--- src/rtl/csa_final_adder_pkg.sv ---
// Shared constants and types for the segmented carry-propagate final adder.
package csa_pkg;

    localparam int CSA_WIDTH = 64;
    localparam int CSA_SEG   = 16;

    // One slice result: SEG sum bits plus the carry out of that slice.
    typedef struct packed {
        logic [CSA_SEG-1:0] s;
        logic               c;
    } csa_slice_t;

    // Number of pipeline stages (and latency) for a given width/slice split.
    function automatic int nstg(input int width, input int seg);
        return width / seg;
    endfunction

endpackage

--- src/rtl/csa_final_adder_if.sv ---
// Valid/ready bus carrying the two redundant rows in and the binary sum out.
interface csa_final_adder_if
    import csa_pkg::*;
#(
    parameter int WIDTH = CSA_WIDTH
);
    logic             in_valid;
    logic             in_ready;
    logic [WIDTH-1:0] A;
    logic [WIDTH-1:0] B;
    logic             cin;
    logic             out_valid;
    logic             out_ready;
    logic [WIDTH-1:0] S;
    logic             cout;

    // Producer/consumer side (drives operands, accepts results).
    modport master (
        output in_valid, A, B, cin, out_ready,
        input  in_ready, out_valid, S, cout
    );

    // Adder side.
    modport slave (
        input  in_valid, A, B, cin, out_ready,
        output in_ready, out_valid, S, cout
    );
endinterface

--- src/rtl/csa_final_adder_seg_stage.sv ---
// One SEG-bit slice of the carry chain with its registered valid, sum and carry.
module csa_seg_stage #(
    parameter int SEG = 16
) (
    input  logic           clk,
    input  logic           rst,
    input  logic           adv,
    input  logic           v_in,
    input  logic [SEG-1:0] a,
    input  logic [SEG-1:0] b,
    input  logic           c_in,
    output logic           v_q,
    output logic [SEG-1:0] s_q,
    output logic           c_q
);
    logic [SEG:0]   sum;
    logic           v_d;
    logic [SEG-1:0] s_d;
    logic           c_d;

    // Slice add and hold-unless-advancing next-state selection.
    always_comb begin
        sum = {1'b0, a} + {1'b0, b} + {{SEG{1'b0}}, c_in};
        v_d = v_q;
        s_d = s_q;
        c_d = c_q;
        if (adv) begin
            v_d = v_in;
            s_d = sum[SEG-1:0];
            c_d = sum[SEG];
        end
    end

    // Stage register, cleared asynchronously.
    always_ff @(posedge clk or posedge rst) begin
        if (rst) begin
            v_q <= 1'b0;
            s_q <= '0;
            c_q <= 1'b0;
        end else begin
            v_q <= v_d;
            s_q <= s_d;
            c_q <= c_d;
        end
    end
endmodule

--- src/rtl/csa_final_adder.sv ---
// Segmented final carry-propagate adder: slice k adds in stage k, operands are
// skewed in by k stages and results deskewed out so a whole word lands together.
module csa_final_adder
    import csa_pkg::*;
#(
    parameter int WIDTH = CSA_WIDTH,
    parameter int SEG   = CSA_SEG
) (
    input logic              clk,
    input logic              rst,
    csa_final_adder_if.slave bus
);
    localparam int NSTG = nstg(WIDTH, SEG);

    if ((WIDTH % SEG) != 0 || WIDTH < SEG) begin : g_bad_cfg
        $error("csa_final_adder: WIDTH must be a non-zero multiple of SEG");
    end

    logic                      adv;
    logic [NSTG-1:0][SEG-1:0]  a_stg;
    logic [NSTG-1:0][SEG-1:0]  b_stg;
    logic [NSTG-1:0][SEG-1:0]  s_stg;
    logic [NSTG-1:0][SEG-1:0]  s_out;
    logic [NSTG-1:0]           v_stg;
    logic [NSTG-1:0]           c_stg;

    // Whole pipeline moves together; it only stalls when a result is stuck.
    assign adv           = !bus.out_valid || bus.out_ready;
    assign bus.in_ready  = adv;
    assign bus.out_valid = v_stg[NSTG-1];
    assign bus.cout      = c_stg[NSTG-1];
    assign bus.S         = s_out;

    for (genvar k = 0; k < NSTG; k++) begin : g_slice
        localparam int DSK = NSTG - 1 - k;

        if (k == 0) begin : g_noskew
            assign a_stg[0] = bus.A[SEG-1:0];
            assign b_stg[0] = bus.B[SEG-1:0];
        end else begin : g_skew
            logic [SEG-1:0] a_skew_q [k];
            logic [SEG-1:0] a_skew_d [k];
            logic [SEG-1:0] b_skew_q [k];
            logic [SEG-1:0] b_skew_d [k];

            // Delay operand slice k by k stages so it meets the incoming carry.
            always_comb begin
                a_skew_d = a_skew_q;
                b_skew_d = b_skew_q;
                if (adv) begin
                    a_skew_d[0] = bus.A[k*SEG +: SEG];
                    b_skew_d[0] = bus.B[k*SEG +: SEG];
                    for (int j = 1; j < k; j++) begin
                        a_skew_d[j] = a_skew_q[j-1];
                        b_skew_d[j] = b_skew_q[j-1];
                    end
                end
            end

            // Skew shift registers.
            always_ff @(posedge clk or posedge rst) begin
                if (rst) begin
                    for (int j = 0; j < k; j++) begin
                        a_skew_q[j] <= '0;
                        b_skew_q[j] <= '0;
                    end
                end else begin
                    a_skew_q <= a_skew_d;
                    b_skew_q <= b_skew_d;
                end
            end

            assign a_stg[k] = a_skew_q[k-1];
            assign b_stg[k] = b_skew_q[k-1];
        end

        csa_seg_stage #(.SEG(SEG)) u_stage (
            .clk  (clk),
            .rst  (rst),
            .adv  (adv),
            .v_in ((k == 0) ? bus.in_valid : v_stg[(k == 0) ? 0 : k-1]),
            .a    (a_stg[k]),
            .b    (b_stg[k]),
            .c_in ((k == 0) ? bus.cin : c_stg[(k == 0) ? 0 : k-1]),
            .v_q  (v_stg[k]),
            .s_q  (s_stg[k]),
            .c_q  (c_stg[k])
        );

        if (DSK == 0) begin : g_nodeskew
            assign s_out[k] = s_stg[k];
        end else begin : g_deskew
            logic [SEG-1:0] dsk_q [DSK];
            logic [SEG-1:0] dsk_d [DSK];

            // Hold finished slice k until the top slice of the same word is done.
            always_comb begin
                dsk_d = dsk_q;
                if (adv) begin
                    dsk_d[0] = s_stg[k];
                    for (int j = 1; j < DSK; j++) begin
                        dsk_d[j] = dsk_q[j-1];
                    end
                end
            end

            // Deskew shift registers.
            always_ff @(posedge clk or posedge rst) begin
                if (rst) begin
                    for (int j = 0; j < DSK; j++) begin
                        dsk_q[j] <= '0;
                    end
                end else begin
                    dsk_q <= dsk_d;
                end
            end

            assign s_out[k] = dsk_q[DSK-1];
        end
    end
endmodule

--- src/flat_wrapper.sv ---
// flat-port wrapper written by rule: the top's interface ports become plain ports
module csa_final_adder_flat import csa_pkg::*;
#(
    parameter int WIDTH = CSA_WIDTH,
    parameter int SEG   = CSA_SEG
)
  (clk, rst, bus_in_valid, bus_A, bus_B, bus_cin, bus_out_ready, bus_in_ready, bus_out_valid, bus_S, bus_cout);
  csa_final_adder_if #(.WIDTH(WIDTH)) bus_i ();
  input logic clk;
  input logic rst;
  input wire logic [$bits(bus_i.in_valid)-1:0] bus_in_valid;
  input wire logic [$bits(bus_i.A)-1:0] bus_A;
  input wire logic [$bits(bus_i.B)-1:0] bus_B;
  input wire logic [$bits(bus_i.cin)-1:0] bus_cin;
  input wire logic [$bits(bus_i.out_ready)-1:0] bus_out_ready;
  output wire logic [$bits(bus_i.in_ready)-1:0] bus_in_ready;
  output wire logic [$bits(bus_i.out_valid)-1:0] bus_out_valid;
  output wire logic [$bits(bus_i.S)-1:0] bus_S;
  output wire logic [$bits(bus_i.cout)-1:0] bus_cout;
  assign bus_i.in_valid = bus_in_valid;
  assign bus_i.A = bus_A;
  assign bus_i.B = bus_B;
  assign bus_i.cin = bus_cin;
  assign bus_i.out_ready = bus_out_ready;
  assign bus_in_ready = bus_i.in_ready;
  assign bus_out_valid = bus_i.out_valid;
  assign bus_S = bus_i.S;
  assign bus_cout = bus_i.cout;
  csa_final_adder #(.WIDTH(WIDTH), .SEG(SEG)) u_core (.clk(clk), .rst(rst), .bus(bus_i));
endmodule
--- config.mk ---
export PLATFORM = sky130hd
export DESIGN_NAME = csa_final_adder_flat
export DESIGN_NICKNAME = d
export VERILOG_FILES = /design/src/rtl/csa_final_adder_pkg.sv /design/src/rtl/csa_final_adder_if.sv /design/src/rtl/csa_final_adder_seg_stage.sv /design/src/rtl/csa_final_adder.sv /design/src/flat_wrapper.sv
export SDC_FILE = /design/constraint.sdc
export NUM_CORES = 1
export LEC_CHECK = 0
export CAP_MARGIN = 20
export CORE_MARGIN = 2
export CORE_UTILIZATION = 30
export CTS_CLUSTER_DIAMETER = 150
export DETAILED_ROUTE_END_ITERATION = 8
export SLEW_MARGIN = 20
export SYNTH_ARGS = -nofsm -noshare
export SYNTH_HDL_FRONTEND = slang
export SYNTH_HIERARCHICAL = 1
export SYNTH_SLANG_ARGS = --single-unit
--- constraint.sdc ---
create_clock -name clk -period 12.1 [get_ports clk]
set_input_delay 2.42 -clock clk [delete_from_list [all_inputs] [get_ports clk]]
set_output_delay 2.42 -clock clk [all_outputs]
set_load 0.02 [all_outputs]
======== After elaboration in Yosys (flattened, before gate mapping) ========
Cells that the tools add are included.
storage, ports and cells
  register bits ........................... 360
  input bits .............................. 133
  output and inout bits ................... 67
  logic and storage cells ................. 40
cells by class
  $add $sub $neg .......................... 8
  reduce and logical (&&, ||, !) cells .... 2
operators with widths
  kind              count
  $add 16x16->17    4
  $add 17x1->17     4
  $logic_not 1->1   1
  $logic_or 1x1->1  1

======== Longest topological paths before layout ========
  depth in word-level cells ............... 2
  depth in mapped cells ................... 10
  gate-level depth less buffers ........... 8

======== Cells and area by module ========
Netlist, hierarchy kept.
by module, submodules not included
  module                                         instances  cells each  area each (um2)  sequential area each (um2)
  csa_final_adder                                1          642         11778.8          7206.9
  csa_seg_stage (u_core.g_slice[1].u_stage ...)  2          154         1456.4           450.4
  csa_seg_stage (u_core.g_slice[0].u_stage)      1          161         1505.2           450.4
  csa_seg_stage (u_core.g_slice[3].u_stage)      1          151         1468.9           450.4

======== Worst setup path before layout ========
Ideal clock, no wire load.
  path type ............................... input to output
  start ................................... input bus_out_ready
  end ..................................... output bus_in_ready
  arrival ................................. 2976 ps
  required time ........................... 9680 ps
  setup slack ............................. 6704 ps
  cell stages on the path ................. 4
  buffers on the path ..................... 3
  cell sequence ........................... nand2b_4 > buf_6 > buf_6 > buf_6
between the ends
  cells in the longest elaborated chain, start to end .. 1
RTL lines
  item                RTL line               RTL
  start: declaration  flat_wrapper.sv:15     input wire logic [$bits(bus_i.out_ready)-1:0] bus_out_ready;
  $logic_or 1x1->1    csa_final_adder.sv:28  assign adv = !bus.out_valid || bus.out_ready;
  end: declaration    flat_wrapper.sv:16     output wire logic [$bits(bus_i.in_ready)-1:0] bus_in_ready;
Every way passes these cells.

======== Final worst setup path ========
Ends and elaborated chain as after synthesis.

==> results.py <==
metrics = {
    "hold_path": {
        "min_from": "u_core/g_slice[3].u_stage/s_q[0]",
        "min_to": "u_core/g_slice[3].u_stage/s_q[0]",
        "min_path_type": "flop to flop",
        "holdPathStages": 1,
    },
    "power": {
        "p_leak_uw": 0.00965,
        "cellPowerDensity_nw_per_um2": 280,
        "power.total_uw": 6040,
        "ir_worst_vdd_mv": 0.143,
    },
    "critical_path": {
        "cp.required_ns": 9.68,
        "reg2reg_depth": 6,
        "arrival_ns": 3.83,
        "cp-start-kind": "input port",
        "worstPathMaxFanout": 5,
        "worstSetupPathType": "input port to primary output",
        "max_stage_delay_ns": 0.70,
        "crit-reg2reg-capture": "u_core/g_slice[3].u_stage/s_q[12]",
        "cp_slowest_cell": "clkdlybuf4s50_1",
        "cp_common_cell": "clkdlybuf4s50_1",
        "regToRegSetupSlack_ns": 9.01,
        "end_kind": "primary output",
        "path_cells": "clkdlybuf4s50_1 > nand2b_4 > clkdlybuf4s50_1",
        "timing.rr.start": "u_core/g_slice[3].u_stage/v_q",
    },
    "final_layout": {
        "layout_commonest_cell": "dfrtp_1",
        "syn_to_final_growth_pct": 21.9,
        "drive_gt1_share_pct": 29.8,
        "insertedDiodeCount": 0,
        "layout.nets": 1626,
        "layout_common_cells": "dfrtp_1, mux2_4, clkdlybuf4s50_1, mux2_2, nand2_1",
    },
    "die": {
        "core_sq_um": 57900,
        "num_io_pins": 200,
        "start_util_pct": 30.5,
        "dieArea_sq_um": 60800,
        "die_x_um": 247,
        "fp.dieH_um": 247,
        "num_rows": 88,
    },
    "global_route": {
        "grt_max_degree": 159,
        "antenna_found_initial": 0,
        "grt_pass1_wl_um": 59700,
        "grt.total_usage_pct": 12.2,
        "overflow": 0,
        "grt_pass1_vias": 10856,
    },
    "timing": {
        "hold_viol_final": 0,
        "fin_skew_ns": 0.0218,
        "rsz0062_at_grt": "false",
        "setup_violations": 0,
        "relSlewSlack_pct": 33.1,
        "period_share_pct": 51.6,
        "setup_slack_ns": 5.85,
        "slew_violations": 0,
        "worst_pin_slew_ns": 1.00,
        "fin_crit_ns": 6.25,
        "setup_tns_ns": 0,
        "fmaxAchievable_ghz": 0.160,
    },
    "clock_network": {
        "clk_latency_ns": 0.56,
        "cts_root_buffer": "clkbuf_16",
        "numCtsBuffers": 42,
        "tritoncts": "done",
        "cts_hold_buf": 0,
        "post_cts_buffers": 0,
        "clkSinkCount": 360,
        "cts_buffer_depth": 3,
        "ctsResizeCount": 0,
        "path_clk_slew_ns": 0.06,
        "cts.htree.levels": 2,
    },
    "job": {
        "max-cap-violations": 0,
    },
    "logic_synthesis": {
        "ys.flop_type": "dfrtp_1",
        "synth-edff-count": 0,
        "synthSimpleGateAreaFrac_pct": 4.22,
        "ys_types": 68,
        "synth_area_sq_um": 17700,
        "synth-async-reset-ratio_pct": 100,
        "synth_top_family_by_area": "multiplexers",
        "syn_inst": 1262,
        "synthMuxAreaShare_pct": 25.8,
        "synth-adder-area-share_pct": 5.16,
        "syn_nets": 1463,
        "synth_compound_area_share_pct": 7.61,
        "syn_area_per_cell_sq_um": 14.0,
        "seq_area_frac_synth_pct": 51.0,
        "synthXorXnorAreaFrac_pct": 1.98,
        "synth_seq_cells": 360,
        "synth_warnings": 6,
    },
    "routing": {
        "viasPerCell": 4.64,
        "dr.pass1.iters": 5,
        "drt_iter0_markers": 686,
        "post_drt_wl_per_cell_um": 16.6,
        "routed_wl_um": 36800,
        "drc_errors": 0,
        "ant_nets": 0,
        "num_vias": 10306,
    },
    "status": {
        "status": "finished clean",
    },
    "place": {
        "hpwlAfterDp_um": 25400,
        "place.port_buffers": 199,
        "gp_congestion": 0.844,
        "pre_cts_ws_ns": 5.81,
    },
}
[critical path, delay by kind of cell]
| kind | cells | cell delay, ns |
|---|---|---|
| buf+inv | 2 | 1.18 |
| simple gates | 1 | 0.22 |
[logic make-up after synthesis]
group	Yosys count
muxes	338
adders and majority gates	68
xor gates and xnor gates	40
DFF	360
buffers and inverters	109
AOI/OAI and AO/OA	190
and+or+nand+nor	157
[registers in the layout, indices dropped and copies added (netlist names)]
| name | count |
|---|---|
| u_core/g_slice.u_stage/v_q | 4 |
| u_core/a_stg | 32 |
| u_core/g_slice.g_skew.a_skew_q | 64 |
| u_core/g_slice.u_stage/c_q | 4 |
| u_core/b_stg | 32 |
| u_core/g_slice.g_skew.b_skew_q | 64 |
| u_core/g_slice.u_stage/s_q | 64 |
| u_core/g_slice.g_deskew.dsk_q | 64 |
| u_core/bus.S | 32 |
[worst max path at each step]
stage	startpoint	end	slack, ns	cells past startpoint
global placement	bus_out_ready	bus_in_ready	5.80	3
global route	bus_out_ready	bus_in_ready	5.81	3
CTS	bus_out_ready	bus_in_ready	5.80	3
finish	bus_out_ready	bus_in_ready	5.85	3
detailed placement	bus_out_ready	bus_in_ready	5.81	3
floorplan	rst	u_core/a_stg[32]	1.73	1
[per-stage QoR]
stage / util, % / hold WS (ns) / cells / area [sq um]
global route: 37.2 / 0.510 / 2220 / 21500
global placement: 34.6 / 0.470 / 2146 / 20000
finish: 37.2 / 0.493 / 2220 / 21500
floorplan: - / 0.452 / 1262 / 17700
detailed placement: 34.6 / 0.483 / 2146 / 20000
CTS: 37.2 / 0.494 / 2220 / 21500
[synth_stat cells (all sizes together) (13+ instances only)]
| master | count | area, sq um |
|---|---|---|
| ha | 60 | 751 |
| buf | 72 | 596 |
| dfrtp | 360 | 9010 |
| o21ai | 27 | 139 |
| nor2 | 35 | 131 |
| a21oi | 65 | 344 |
| xnor2 | 23 | 201 |
| inv | 22 | 82.6 |
| xor2 | 17 | 149 |
| nand4 | 16 | 100 |
| mux2 | 333 | 4500 |
| nand2 | 62 | 233 |
| a21o | 16 | 120 |
| clkbuf | 13 | 52.6 |
[cell type report]
| type | instances | area [sq um] |
|---|---|---|
| timing repair buffer | 204 | 2070 |
| clock buffer | 52 | 1160 |
| tap | 765 | 957 |
| clock inverter | 22 | 323 |
| multi-input combinational | 793 | 7910 |
| fill | 5555 | 36400 |
| inverter | 24 | 111 |
| sequential | 360 | 9010 |
[where the power goes]
part	leakage, uW	total [uW]	internal (uW)	switching, uW
registers	0.00420	2070	1730	339
logic	0.00473	2630	1440	1190
clock network	0.000724	1340	832	511
total	0.00965	6040	4000	2040
[per-layer routing]
layer | vias to the layer above | part of all wire [%] | track usage (%)
li1 | 4862 | - | -
met1 | 5123 | 47 | 16.9
met2 | 254 | 45 | 18.8
met3 | 67 | 5.1 | 2.70
met4 | 0 | 2.9 | 4.34
met5 | - | 0 | 0
Note: power is estimated with default switching activity, not from simulation.
